==> config.mk <==
export PLATFORM = sky130hd
export DESIGN_NAME = frame_cmd_sequencer_flat
export DESIGN_NICKNAME = d
export VERILOG_FILES = /design/src/rtl/frame_cmd_sequencer_if.sv /design/src/rtl/frame_cmd_sequencer.sv /design/src/flat_wrapper.sv
export SDC_FILE = /design/constraint.sdc
export NUM_CORES = 1
export LEC_CHECK = 0
export ABC_AREA = 1
export CAP_MARGIN = 40
export CORE_AREA = 2 2 229 231
export CTS_CLUSTER_DIAMETER = 80
export DETAILED_ROUTE_END_ITERATION = 8
export DIE_AREA = 0 0 231 233
export GPL_TIMING_DRIVEN = 0
export PLACE_DENSITY = 0.67
export SYNTH_ARGS = -nofsm -noshare
export SYNTH_HDL_FRONTEND = slang
export SYNTH_SLANG_ARGS = --single-unit
==> constraint.sdc <==
create_clock -name clk_i -period 2.4 [get_ports clk_i]
set_input_delay 0.6 -clock clk_i [delete_from_list [all_inputs] [get_ports clk_i]]
set_output_delay 0.6 -clock clk_i [all_outputs]
set_load 0.02 [all_outputs]
==> src/rtl/frame_cmd_sequencer_if.sv <==
// Bus bundle for frame_cmd_sequencer.
//   slave  : the sequencer side (consumes RX/TRIG/busy, drives pulses, SPI, TX, status)
//   master : the environment side (UART receiver, trigger sources, SPI/UART transmitters)
// Signals:
//   rx_data/rx_valid   received frame byte and its one-cycle strobe
//   trig               asynchronous per-channel launch inputs
//   pulse_out          per-channel exposure pulses
//   spi_start/spi_data resistor-load request, {channel, code}
//   spi_busy           SPI transmitter busy
//   tx_start/tx_data   UART reply request and byte
//   tx_busy            UART transmitter busy
//   cfg_valid          channel holds a committed configuration
//   frame_err          last frame rejected (sticky)
interface frame_cmd_sequencer_if #(
    parameter int NUM_CH = 2
) ();
    localparam int CHW = (NUM_CH > 1) ? $clog2(NUM_CH) : 1;

    logic [7:0]        rx_data;
    logic              rx_valid;
    logic [NUM_CH-1:0] trig;
    logic [NUM_CH-1:0] pulse_out;
    logic              spi_start;
    logic [CHW+7:0]    spi_data;
    logic              spi_busy;
    logic              tx_start;
    logic [7:0]        tx_data;
    logic              tx_busy;
    logic [NUM_CH-1:0] cfg_valid;
    logic              frame_err;

    modport slave (
        input  rx_data, rx_valid, trig, spi_busy, tx_busy,
        output pulse_out, spi_start, spi_data, tx_start, tx_data, cfg_valid, frame_err
    );

    modport master (
        output rx_data, rx_valid, trig, spi_busy, tx_busy,
        input  pulse_out, spi_start, spi_data, tx_start, tx_data, cfg_valid, frame_err
    );
endinterface

==> src/rtl/frame_cmd_sequencer.sv <==
// Frame-driven exposure sequencer.
// Parses configuration frames (A5, CH, delay, duration, CODE, CHK) from a byte
// stream into a per-channel bank, requests a resistor-code SPI load on each
// commit, answers 'r' status requests over UART, and launches a delayed,
// fixed-width pulse per channel on a synchronized rising edge of TRIG.
// Ports:
//   clk_i   system clock, rising edge
//   rst_ni  asynchronous active-low reset
//   bus     frame_cmd_sequencer_if.slave (see interface file)
module frame_cmd_sequencer #(
    parameter int NUM_CH  = 2,
    parameter int CNT_W   = 32,
    parameter int CODE_W  = 8,
    parameter int TIMEOUT = 1000000
) (
    input  logic                 clk_i,
    input  logic                 rst_ni,
    frame_cmd_sequencer_if.slave bus
);
    localparam int CHW = (NUM_CH > 1) ? $clog2(NUM_CH) : 1;
    localparam int NB  = CNT_W / 8;
    localparam logic [7:0] SYNC_BYTE   = 8'hA5;
    localparam logic [7:0] STATUS_BYTE = 8'h72;

    typedef enum logic [2:0] {IDLE, GET_CH, GET_DEL, GET_DUR, GET_CODE, GET_CHK} parse_state_e;
    typedef enum logic [1:0] {CH_IDLE, CH_DELAY, CH_PULSE} ch_state_e;

    // ---------------- frame parser ----------------
    parse_state_e       ps_q, ps_d;
    logic [2:0]         bcnt_q;
    logic [7:0]         sh_ch_q, chk_q;
    logic [CNT_W-1:0]   sh_del_q, sh_dur_q;
    logic [CODE_W-1:0]  sh_code_q;
    logic [31:0]        to_cnt_q;

    logic [CNT_W-1:0]   bank_del_q  [NUM_CH];
    logic [CNT_W-1:0]   bank_dur_q  [NUM_CH];
    logic [CODE_W-1:0]  bank_code_q [NUM_CH];
    logic [NUM_CH-1:0]  cfg_valid_q;
    logic               frame_err_q;

    logic               spi_pend_q, spi_start_q;
    logic [CHW-1:0]     spi_pend_ch_q;
    logic [CHW+7:0]     spi_data_q;
    logic               tx_pend_q, tx_start_q;
    logic [7:0]         tx_data_q;

    logic rx_v, last_byte, timeout, frame_ok, commit, reject, status_req;

    assign rx_v       = bus.rx_valid;
    assign last_byte  = (bcnt_q == 3'(NB - 1));
    assign timeout    = (ps_q != IDLE) && !rx_v && (to_cnt_q == 32'(TIMEOUT - 1));
    assign frame_ok   = (bus.rx_data == chk_q) && (sh_ch_q < 8'(NUM_CH));
    assign commit     = rx_v && (ps_q == GET_CHK) && frame_ok;
    assign reject     = rx_v && (ps_q == GET_CHK) && !frame_ok;
    assign status_req = rx_v && (ps_q == IDLE) && (bus.rx_data == STATUS_BYTE);

    always_comb begin
        ps_d = ps_q;
        if (timeout) begin
            ps_d = IDLE;
        end else if (rx_v) begin
            case (ps_q)
                IDLE:     if (bus.rx_data == SYNC_BYTE) ps_d = GET_CH;
                GET_CH:   ps_d = GET_DEL;
                GET_DEL:  if (last_byte) ps_d = GET_DUR;
                GET_DUR:  if (last_byte) ps_d = GET_CODE;
                GET_CODE: ps_d = GET_CHK;
                GET_CHK:  ps_d = IDLE;
                default:  ps_d = IDLE;
            endcase
        end
    end

    always_ff @(posedge clk_i or negedge rst_ni) begin
        if (!rst_ni) begin
            ps_q          <= IDLE;
            bcnt_q        <= '0;
            sh_ch_q       <= '0;
            chk_q         <= '0;
            sh_del_q      <= '0;
            sh_dur_q      <= '0;
            sh_code_q     <= '0;
            to_cnt_q      <= '0;
            cfg_valid_q   <= '0;
            frame_err_q   <= 1'b0;
            spi_pend_q    <= 1'b0;
            spi_pend_ch_q <= '0;
            spi_start_q   <= 1'b0;
            spi_data_q    <= '0;
            tx_pend_q     <= 1'b0;
            tx_start_q    <= 1'b0;
            tx_data_q     <= '0;
            for (int unsigned i = 0; i < NUM_CH; i++) begin
                bank_del_q[i]  <= '0;
                bank_dur_q[i]  <= '0;
                bank_code_q[i] <= '0;
            end
        end else begin
            ps_q <= ps_d;

            if (rx_v || ps_q == IDLE) to_cnt_q <= '0;
            else                      to_cnt_q <= to_cnt_q + 32'd1;

            if (rx_v) begin
                case (ps_q)
                    GET_CH: begin
                        sh_ch_q <= bus.rx_data;
                        chk_q   <= bus.rx_data;
                        bcnt_q  <= '0;
                    end
                    GET_DEL: begin
                        sh_del_q <= CNT_W'({sh_del_q, bus.rx_data});
                        chk_q    <= chk_q ^ bus.rx_data;
                        bcnt_q   <= last_byte ? 3'd0 : bcnt_q + 3'd1;
                    end
                    GET_DUR: begin
                        sh_dur_q <= CNT_W'({sh_dur_q, bus.rx_data});
                        chk_q    <= chk_q ^ bus.rx_data;
                        bcnt_q   <= last_byte ? 3'd0 : bcnt_q + 3'd1;
                    end
                    GET_CODE: begin
                        sh_code_q <= bus.rx_data;
                        chk_q     <= chk_q ^ bus.rx_data;
                    end
                    default: ;
                endcase
            end

            if (commit) begin
                bank_del_q[sh_ch_q[CHW-1:0]]  <= sh_del_q;
                bank_dur_q[sh_ch_q[CHW-1:0]]  <= sh_dur_q;
                bank_code_q[sh_ch_q[CHW-1:0]] <= sh_code_q;
                cfg_valid_q[sh_ch_q[CHW-1:0]] <= 1'b1;
                frame_err_q                   <= 1'b0;
            end else if (reject || timeout) begin
                frame_err_q <= 1'b1;
            end

            // Only the channel is queued; the code is read from the bank at
            // issue time, so a later commit to the same channel wins.
            spi_start_q <= 1'b0;
            if (spi_pend_q && !bus.spi_busy) begin
                spi_start_q <= 1'b1;
                spi_data_q  <= {spi_pend_ch_q, bank_code_q[spi_pend_ch_q]};
                spi_pend_q  <= 1'b0;
            end
            if (commit) begin
                spi_pend_q    <= 1'b1;
                spi_pend_ch_q <= sh_ch_q[CHW-1:0];
            end

            tx_start_q <= 1'b0;
            if (tx_pend_q && !bus.tx_busy) begin
                tx_start_q <= 1'b1;
                tx_data_q  <= 8'(cfg_valid_q);
                tx_pend_q  <= 1'b0;
            end else if (status_req) begin
                tx_pend_q <= 1'b1;
            end
        end
    end

    // ---------------- trigger channels ----------------
    logic [NUM_CH-1:0] trig_s1_q, trig_s2_q, trig_s3_q, trig_rise;
    ch_state_e         ch_state_q [NUM_CH];
    ch_state_e         ch_state_d [NUM_CH];
    logic [CNT_W-1:0]  cnt_q [NUM_CH];
    logic [CNT_W-1:0]  cnt_d [NUM_CH];
    logic [CNT_W-1:0]  dur_q [NUM_CH];
    logic [CNT_W-1:0]  dur_d [NUM_CH];
    logic [NUM_CH-1:0] pulse_q;

    assign trig_rise = trig_s2_q & ~trig_s3_q;

    // Synchronizer resets to ones: a TRIG already high at reset release is not
    // mistaken for a rising edge.
    always_ff @(posedge clk_i or negedge rst_ni) begin
        if (!rst_ni) begin
            trig_s1_q <= '1;
            trig_s2_q <= '1;
            trig_s3_q <= '1;
        end else begin
            trig_s1_q <= bus.trig;
            trig_s2_q <= trig_s1_q;
            trig_s3_q <= trig_s2_q;
        end
    end

    always_comb begin
        for (int unsigned c = 0; c < NUM_CH; c++) begin
            ch_state_d[c] = ch_state_q[c];
            cnt_d[c]      = cnt_q[c];
            dur_d[c]      = dur_q[c];
            case (ch_state_q[c])
                CH_IDLE: begin
                    if (trig_rise[c] && cfg_valid_q[c]) begin
                        dur_d[c] = bank_dur_q[c];
                        if (bank_del_q[c] != '0) begin
                            ch_state_d[c] = CH_DELAY;
                            cnt_d[c]      = bank_del_q[c];
                        end else if (bank_dur_q[c] != '0) begin
                            ch_state_d[c] = CH_PULSE;
                            cnt_d[c]      = bank_dur_q[c];
                        end
                    end
                end
                CH_DELAY: begin
                    if (cnt_q[c] == CNT_W'(1)) begin
                        if (dur_q[c] != '0) begin
                            ch_state_d[c] = CH_PULSE;
                            cnt_d[c]      = dur_q[c];
                        end else begin
                            ch_state_d[c] = CH_IDLE;
                        end
                    end else begin
                        cnt_d[c] = cnt_q[c] - CNT_W'(1);
                    end
                end
                CH_PULSE: begin
                    if (cnt_q[c] == CNT_W'(1)) ch_state_d[c] = CH_IDLE;
                    else                       cnt_d[c] = cnt_q[c] - CNT_W'(1);
                end
                default: ch_state_d[c] = CH_IDLE;
            endcase
        end
    end

    always_ff @(posedge clk_i or negedge rst_ni) begin
        if (!rst_ni) begin
            pulse_q <= '0;
            for (int unsigned c = 0; c < NUM_CH; c++) begin
                ch_state_q[c] <= CH_IDLE;
                cnt_q[c]      <= '0;
                dur_q[c]      <= '0;
            end
        end else begin
            for (int unsigned c = 0; c < NUM_CH; c++) begin
                ch_state_q[c] <= ch_state_d[c];
                cnt_q[c]      <= cnt_d[c];
                dur_q[c]      <= dur_d[c];
                pulse_q[c]    <= (ch_state_q[c] == CH_PULSE);
            end
        end
    end

    assign bus.pulse_out = pulse_q;
    assign bus.spi_start = spi_start_q;
    assign bus.spi_data  = spi_data_q;
    assign bus.tx_start  = tx_start_q;
    assign bus.tx_data   = tx_data_q;
    assign bus.cfg_valid = cfg_valid_q;
    assign bus.frame_err = frame_err_q;
endmodule

==> src/flat_wrapper.sv <==
// flat-port wrapper written by rule: the top's interface ports become plain ports
module frame_cmd_sequencer_flat 
#(
    parameter int NUM_CH  = 2,
    parameter int CNT_W   = 32,
    parameter int CODE_W  = 8,
    parameter int TIMEOUT = 1000000
)
  (clk_i, rst_ni, bus_rx_data, bus_rx_valid, bus_trig, bus_spi_busy, bus_tx_busy, bus_pulse_out, bus_spi_start, bus_spi_data, bus_tx_start, bus_tx_data, bus_cfg_valid, bus_frame_err);
  frame_cmd_sequencer_if #(.NUM_CH(NUM_CH)) bus_i ();
  input  logic clk_i;
  input  logic rst_ni;
  input wire logic [$bits(bus_i.rx_data)-1:0] bus_rx_data;
  input wire logic [$bits(bus_i.rx_valid)-1:0] bus_rx_valid;
  input wire logic [$bits(bus_i.trig)-1:0] bus_trig;
  input wire logic [$bits(bus_i.spi_busy)-1:0] bus_spi_busy;
  input wire logic [$bits(bus_i.tx_busy)-1:0] bus_tx_busy;
  output wire logic [$bits(bus_i.pulse_out)-1:0] bus_pulse_out;
  output wire logic [$bits(bus_i.spi_start)-1:0] bus_spi_start;
  output wire logic [$bits(bus_i.spi_data)-1:0] bus_spi_data;
  output wire logic [$bits(bus_i.tx_start)-1:0] bus_tx_start;
  output wire logic [$bits(bus_i.tx_data)-1:0] bus_tx_data;
  output wire logic [$bits(bus_i.cfg_valid)-1:0] bus_cfg_valid;
  output wire logic [$bits(bus_i.frame_err)-1:0] bus_frame_err;
  assign bus_i.rx_data = bus_rx_data;
  assign bus_i.rx_valid = bus_rx_valid;
  assign bus_i.trig = bus_trig;
  assign bus_i.spi_busy = bus_spi_busy;
  assign bus_i.tx_busy = bus_tx_busy;
  assign bus_pulse_out = bus_i.pulse_out;
  assign bus_spi_start = bus_i.spi_start;
  assign bus_spi_data = bus_i.spi_data;
  assign bus_tx_start = bus_i.tx_start;
  assign bus_tx_data = bus_i.tx_data;
  assign bus_cfg_valid = bus_i.cfg_valid;
  assign bus_frame_err = bus_i.frame_err;
  frame_cmd_sequencer #(.NUM_CH(NUM_CH), .CNT_W(CNT_W), .CODE_W(CODE_W), .TIMEOUT(TIMEOUT)) u_core (.clk_i(clk_i), .rst_ni(rst_ni), .bus(bus_i));
endmodule
# Word level (Yosys, flattened, before mapping)
# Cells that the tools add are included.
totals:
  register_bits: 429
  latchBits: 0
  ram_bits: 0
  mem_bits_ro: 0
  in_bits: 15
  output_inout_bits: 24
  elab_cells: 191
  memories: 0
classes:
  add_sub_neg: 4
  mul: 0
  div_mod_pow: 0
  order_cmp: 6
  eq_ne: 31
  shift: 0
  n_mux: 58
  bitwise_logic: 6
  n_reduce_logical: 53
op_table:
  columns: ["operator", "n"]
  rows:
  - ["32-bit 2-to-1 mux", 14]
  - ["32-bit one-hot mux with 3 select lines", 2]
  - ["32-bit nonzero test", 6]
  - ["64-bit bitwise mux", 2]
  - ["32-bit by 1-bit equality test with 1-bit output, second input constant", 2]
  - ["32-bit by 1-bit subtractor with 32-bit output, second input constant", 2]
  - ["32-bit by 1-bit adder with 32-bit output, second input constant", 1]
  - ["32-bit demux with 1-bit select", 1]
  - ["32-bit by 20-bit equality test with 1-bit output, second input constant", 1]
  - ["8-bit 2-to-1 mux", 4]
  - ["2-bit 2-to-1 mux", 12]
  - ["3-bit 2-to-1 mux", 6]
  - ["16-bit bitwise mux", 1]
  - ["8-bit one-hot mux with 2 select lines", 1]
  - ["2-bit AND reduction", 8]
  - ["3-bit one-hot mux with 5 select lines", 1]
  - ["1-bit logical AND", 14]
  - ["2-bit by 1-bit inequality test with 1-bit output, second input constant", 6]
  - ["3-bit by 1-bit inequality test with 1-bit output, second input constant", 4]
  - ["2-bit one-hot mux with 3 select lines", 2]
  - ["4-bit AND reduction", 3]
  - ["2-bit nonzero test", 6]
  - ["5-bit AND reduction", 2]
  - ["3-bit by 2-bit equality test with 1-bit output, second input constant", 3]
  - ["other kinds (32)", 54]

# Longest topological paths before layout
logic_depth:
  depth_word: 7
  depth_mapped: 14
  depth_no_buf: 14

# Least setup slack after synthesis
# OpenSTA, ideal clock, no wires.
synth_timing:
  kind: "in2reg"
  startpoint: "input port bus_rx_data[5]"
  endpoint: "register u_core.bank_dur_q[0] in the netlist's numbering"
  setup_time_ns: 0.064
  t_arrival_ns: 1.770
  t_required_ns: 2.336
  setup_slack_ns: 0.566
  path_stages: 9
  path_buffers: 2
  cell_sequence: "xor2_1 nor2_1 nand3_1 nor2_1 nand3_1 nor2_2 buf_4 buf_4 o21a_1"
synth_between:
  elab_chain_len: 3
synth_rtl:
  columns: ["element", "line", "text"]
  rows:
  - ["start: declaration", "flat_wrapper.sv:13", "input wire logic [$bits(bus_i.rx_data)-1:0] bus_rx_data;"]
  - ["8-bit equality test", "frame_cmd_sequencer.sv:53", "assign frame_ok = (bus.rx_data == chk_q) && (sh_ch_q < 8'(NUM_CH));"]
  - ["1-bit logical AND", "frame_cmd_sequencer.sv:53", null]
  - ["1-bit logical AND", "frame_cmd_sequencer.sv:54", "assign commit = rx_v && (ps_q == GET_CHK) && frame_ok;"]
  - ["end signal: indexed assignment", "frame_cmd_sequencer.sv:132", "bank_dur_q[sh_ch_q[CHW-1:0]] <= sh_dur_q;"]
  - ["end: declaration", "frame_cmd_sequencer.sv:37", "logic [CNT_W-1:0] bank_dur_q [NUM_CH];"]
# No other way between the ends.
# A chain may end at the register's enable or synchronous reset.

# Final worst setup path
layout_timing:
  startpoint: "input port bus_rx_data[3]"
  endpoint: "register u_core.bank_dur_q[30] in the netlist's numbering"
# The elaborated chain is that of the path after synthesis.

==> metrics.yaml <==
num_antenna_cells: 0
grt_pass1_wl_um: 108000
p_clk_frac: 0.303
pwr-share-seq: 0.349
fin_crit_sh: 0.964
clk_path_buf_depth: 3
cp_top_family: "buffers and inverters"
post-route-cell-area_um2: 25400
start_util: 0.437
gp_congestion: 0.932
worstMarginPinSlew_ps: 867
dpl_cell_area_um2: 23600
synth_top_area_frac: 0.474
tritoncts: "done"
final_cell_mix: "nand2_1 (864), dfrtp_1 (423), nor2_1 (357), inv_1 (293), o21ai_0 (243)"
post-route-drc-count: 0
rsz0062_at_grt: "no"
cpPeakStageDelay_ps: 690
comb_power_share: 0.348
grt_pass1_vias: 19800
drtPass1Iterations: 8
routed_via_density: 5.32
ys_ff_latch: 429
ys.warnings.count: 0
antenna_found_initial: 0
numCtsBuffers: 48
dp_hpwl_um: 51200
yosysTopAreaCell: "dfrtp_1"
drv_cap: 0
seq_area_frac_synth: 0.481
drt_iter0_markers: 1664
internal_power_mw: 15.3
finClkSkew_ps: 40.2
holdBufCountCts: 0
power.density_nw_per_um2: 993
arrival_ps: 2850
cp_cell_sequence: "clkdlybuf4s50_1 > xnor2_1 > nand3_1 > nor2_1 > nand3_2 > nor2_4 > buf_4 > buf_4 > o21a_1"
max_freq_mhz: 432
setup_viol: 0
final_util: 0.497
nFillCells: 5013
clk_pin_slew_ps: 60
p_sw_mw: 9.94
path_common_cell: "buf_4"
worstSetupPathType: "in2reg"
p_sw_frac: 0.394
die_h_um: 233
hold_viol: 0
end_kind: "flip-flop"
routedWlPerCell_um: 18.0
start_kind: "primary input"
fin_crit_ps: 2310
yosys-top-cells-area: "dfrtp_1 (47%), nand2_1 (15%), nor2_1 (6.2%), o21ai_0 (5.5%), inv_1 (4.9%)"
syn_area_per_cell_um2: 7.63
portBuffers: 32
layout.cells.most_common: "nand2_1"
rr_startpoint: "u_core.ch_state_q[0]"
worstPathMaxFanout: 10
num_rows: 83
cp.required_ps: 2930
nets: 3052
syn2layout_area_growth_pct: 13.9
stdcell_count: 3742
dp.cells: 3646
p_leak_nw: 12.4
drive_gt1_frac: 0.0787
cts-root-buf: "clkbuf_16"
ir_drop_v: 0.000703
crit_slowest_cell: "clkdlybuf4s50_1"
clock_latency_ps: 620
routed_wl_um: 67300
r2r_setup_slack_ps: 170
io_pins: 39
reg2regPathDepth: 10
ant_nets: 0
power_mw: 25.2
reg2reg_to: "u_core.cnt_q[18]"
grt_max_degree: 121
htreeDepth: 2
grtUsageTotal: 0.254
tns_ps: 0
design.core.area_um2: 51100
report.final.slew_viol_count: 0
dieArea_um2: 53800
syn_area_um2: 22300
grt_overflow: 0
netlist_instances: 2926
clock_sinks: 429
route.vias.total: 19900
ys_types: 41
status: "completed"
slew_headroom: 0.422
holdCritPathClass: "in2async"
chipWidth_um: 231
cp_num_buf_inv: 3
[layout make-up]
cell class                 count  area [um2]  area share
buffer                       109         564      0.0222
sequential                   429       10700       0.423
clock inverter                19         277      0.0109
tap                          680         851      0.0335
inverter                     303        1140      0.0450
multi-input combinational   2092       10000       0.394
clock buffer                  70        1370      0.0541
timing repair buffer          40         444      0.0175
[per-layer routing]
metal,share of wire,routed length (um),track usage,vias up
li1,-,-,-,9494
met3,0.053,3590,0.0369,137
met1,0.45,30000,0.341,9682
met2,0.47,31600,0.422,589
met5,0,0,0,-
met4,0.031,2100,0.0837,0
[worst max-delay path by stage]
| stage | slack [ps] | to | from | depth (start not counted) |
|---|---|---|---|---|
| global route | 7 | u_core.bank_del_q[60] | bus_rx_data[3] | 7 |
| CTS | 10 | u_core.cnt_q[54] | u_core.cnt_q[32] | 11 |
| floorplan | 570 | u_core.bank_dur_q[0] | bus_rx_data[5] | 9 |
| finish | 90 | u_core.bank_dur_q[30] | bus_rx_data[3] | 9 |
| global placement | -17880 | u_core.bank_del_q[20] | rst_ni | 1 |
| detailed placement | -730 | u_core.bank_code_q[6] | bus_rx_data[3] | 9 |
[Yosys cell counts (all sizes together)]
cell	number
xnor2	20
nand2	870
clkinv	5
a21boi	1
o21a	75
dfstp	6
ha	14
dfrtp	423
o211ai	3
conb	1
nor2	391
nand4	34
o21bai	8
clkbuf	53
xor2	41
a31oi	1
nand3	210
o21ai	250
a211oi	1
a21oi	54
mux2	24
buf	56
nor4	10
inv	298
or2	4
nor3b	4
nand2b	1
nor3	40
nand3b	28
[worst reg2reg max path, stage by stage, from the launching register on]
cell      delay, ps
dfrtp_1         410
inv_1           120
ha_1            260
clkbuf_2        250
nor2_1           90
inv_1           250
clkbuf_4        330
nand4_1         170
nand2_1          90
nand3_1         120
nand2_1          90
[state kept, by name, indices dropped and copies added (netlist names), 2 cells and up]
name                  flops
u_core.bus.tx_data        2
u_core.sh_ch_q            8
u_core.bank_dur_q        64
u_core.trig_s1_q          2
u_core.dur_q             64
u_core.bus.spi_data       9
u_core.sh_dur_q          32
u_core.to_cnt_q          32
u_core.bank_del_q        64
u_core.sh_code_q          8
u_core.ps_q               3
u_core.sh_del_q          32
u_core.ch_state_q         4
u_core.bank_code_q       16
u_core.trig_s3_q          2
u_core.bcnt_q             3
u_core.bus.pulse_out      2
u_core.chk_q              8
u_core.bus.cfg_valid      2
u_core.cnt_q             64
u_core.trig_s2_q          2
[power groups by stage]
stage	sequential, mW	combinational [mW]	clock [mW]
floorplan	8.79	5.79	0
global placement	8.89	8.42	0
detailed placement	8.89	8.52	0
CTS	8.78	8.60	7.74
global route	8.91	9.81	8.04
finish	8.80	8.78	7.65
[repair_timing]
item / 4_1_cts / 5_1_grt
endpoints found under the hold margin: 0 / 0
setup endpoints to repair: 78 / 61
buffers inserted: 0 / 5
resized for setup: 6 / 40
gates cloned: 1 / 1
pin swaps: 1 / 2
[stage by stage]
step	setup slack [ps]	hold WS (ps)
5_1_grt	6.79	101
6_report	85.8	18.5
3_3_place_gp	-17880	345
2_1_floorplan	566	304
3_5_place_dp	-727	348
4_1_cts	13.9	77.8
[cell families (layout without fill, tap and decap cells)]
logic type | count (synthesis) | after routing | share of synthesized area
and+or+nand+nor | 1592 | 1594 | 0.300
DFF | 429 | 429 | 0.481
buffers and inverters | 412 | 541 | 0.0754
AOI/OAI and AO/OA | 393 | 393 | 0.0987
xor gates and xnor gates | 61 | 61 | 0.0239
muxes | 24 | 24 | 0.0121
adders and majority gates | 14 | 14 | 0.00785
other | 1 | 6 | 0.000168
Power figures use the tool's default switching activity.
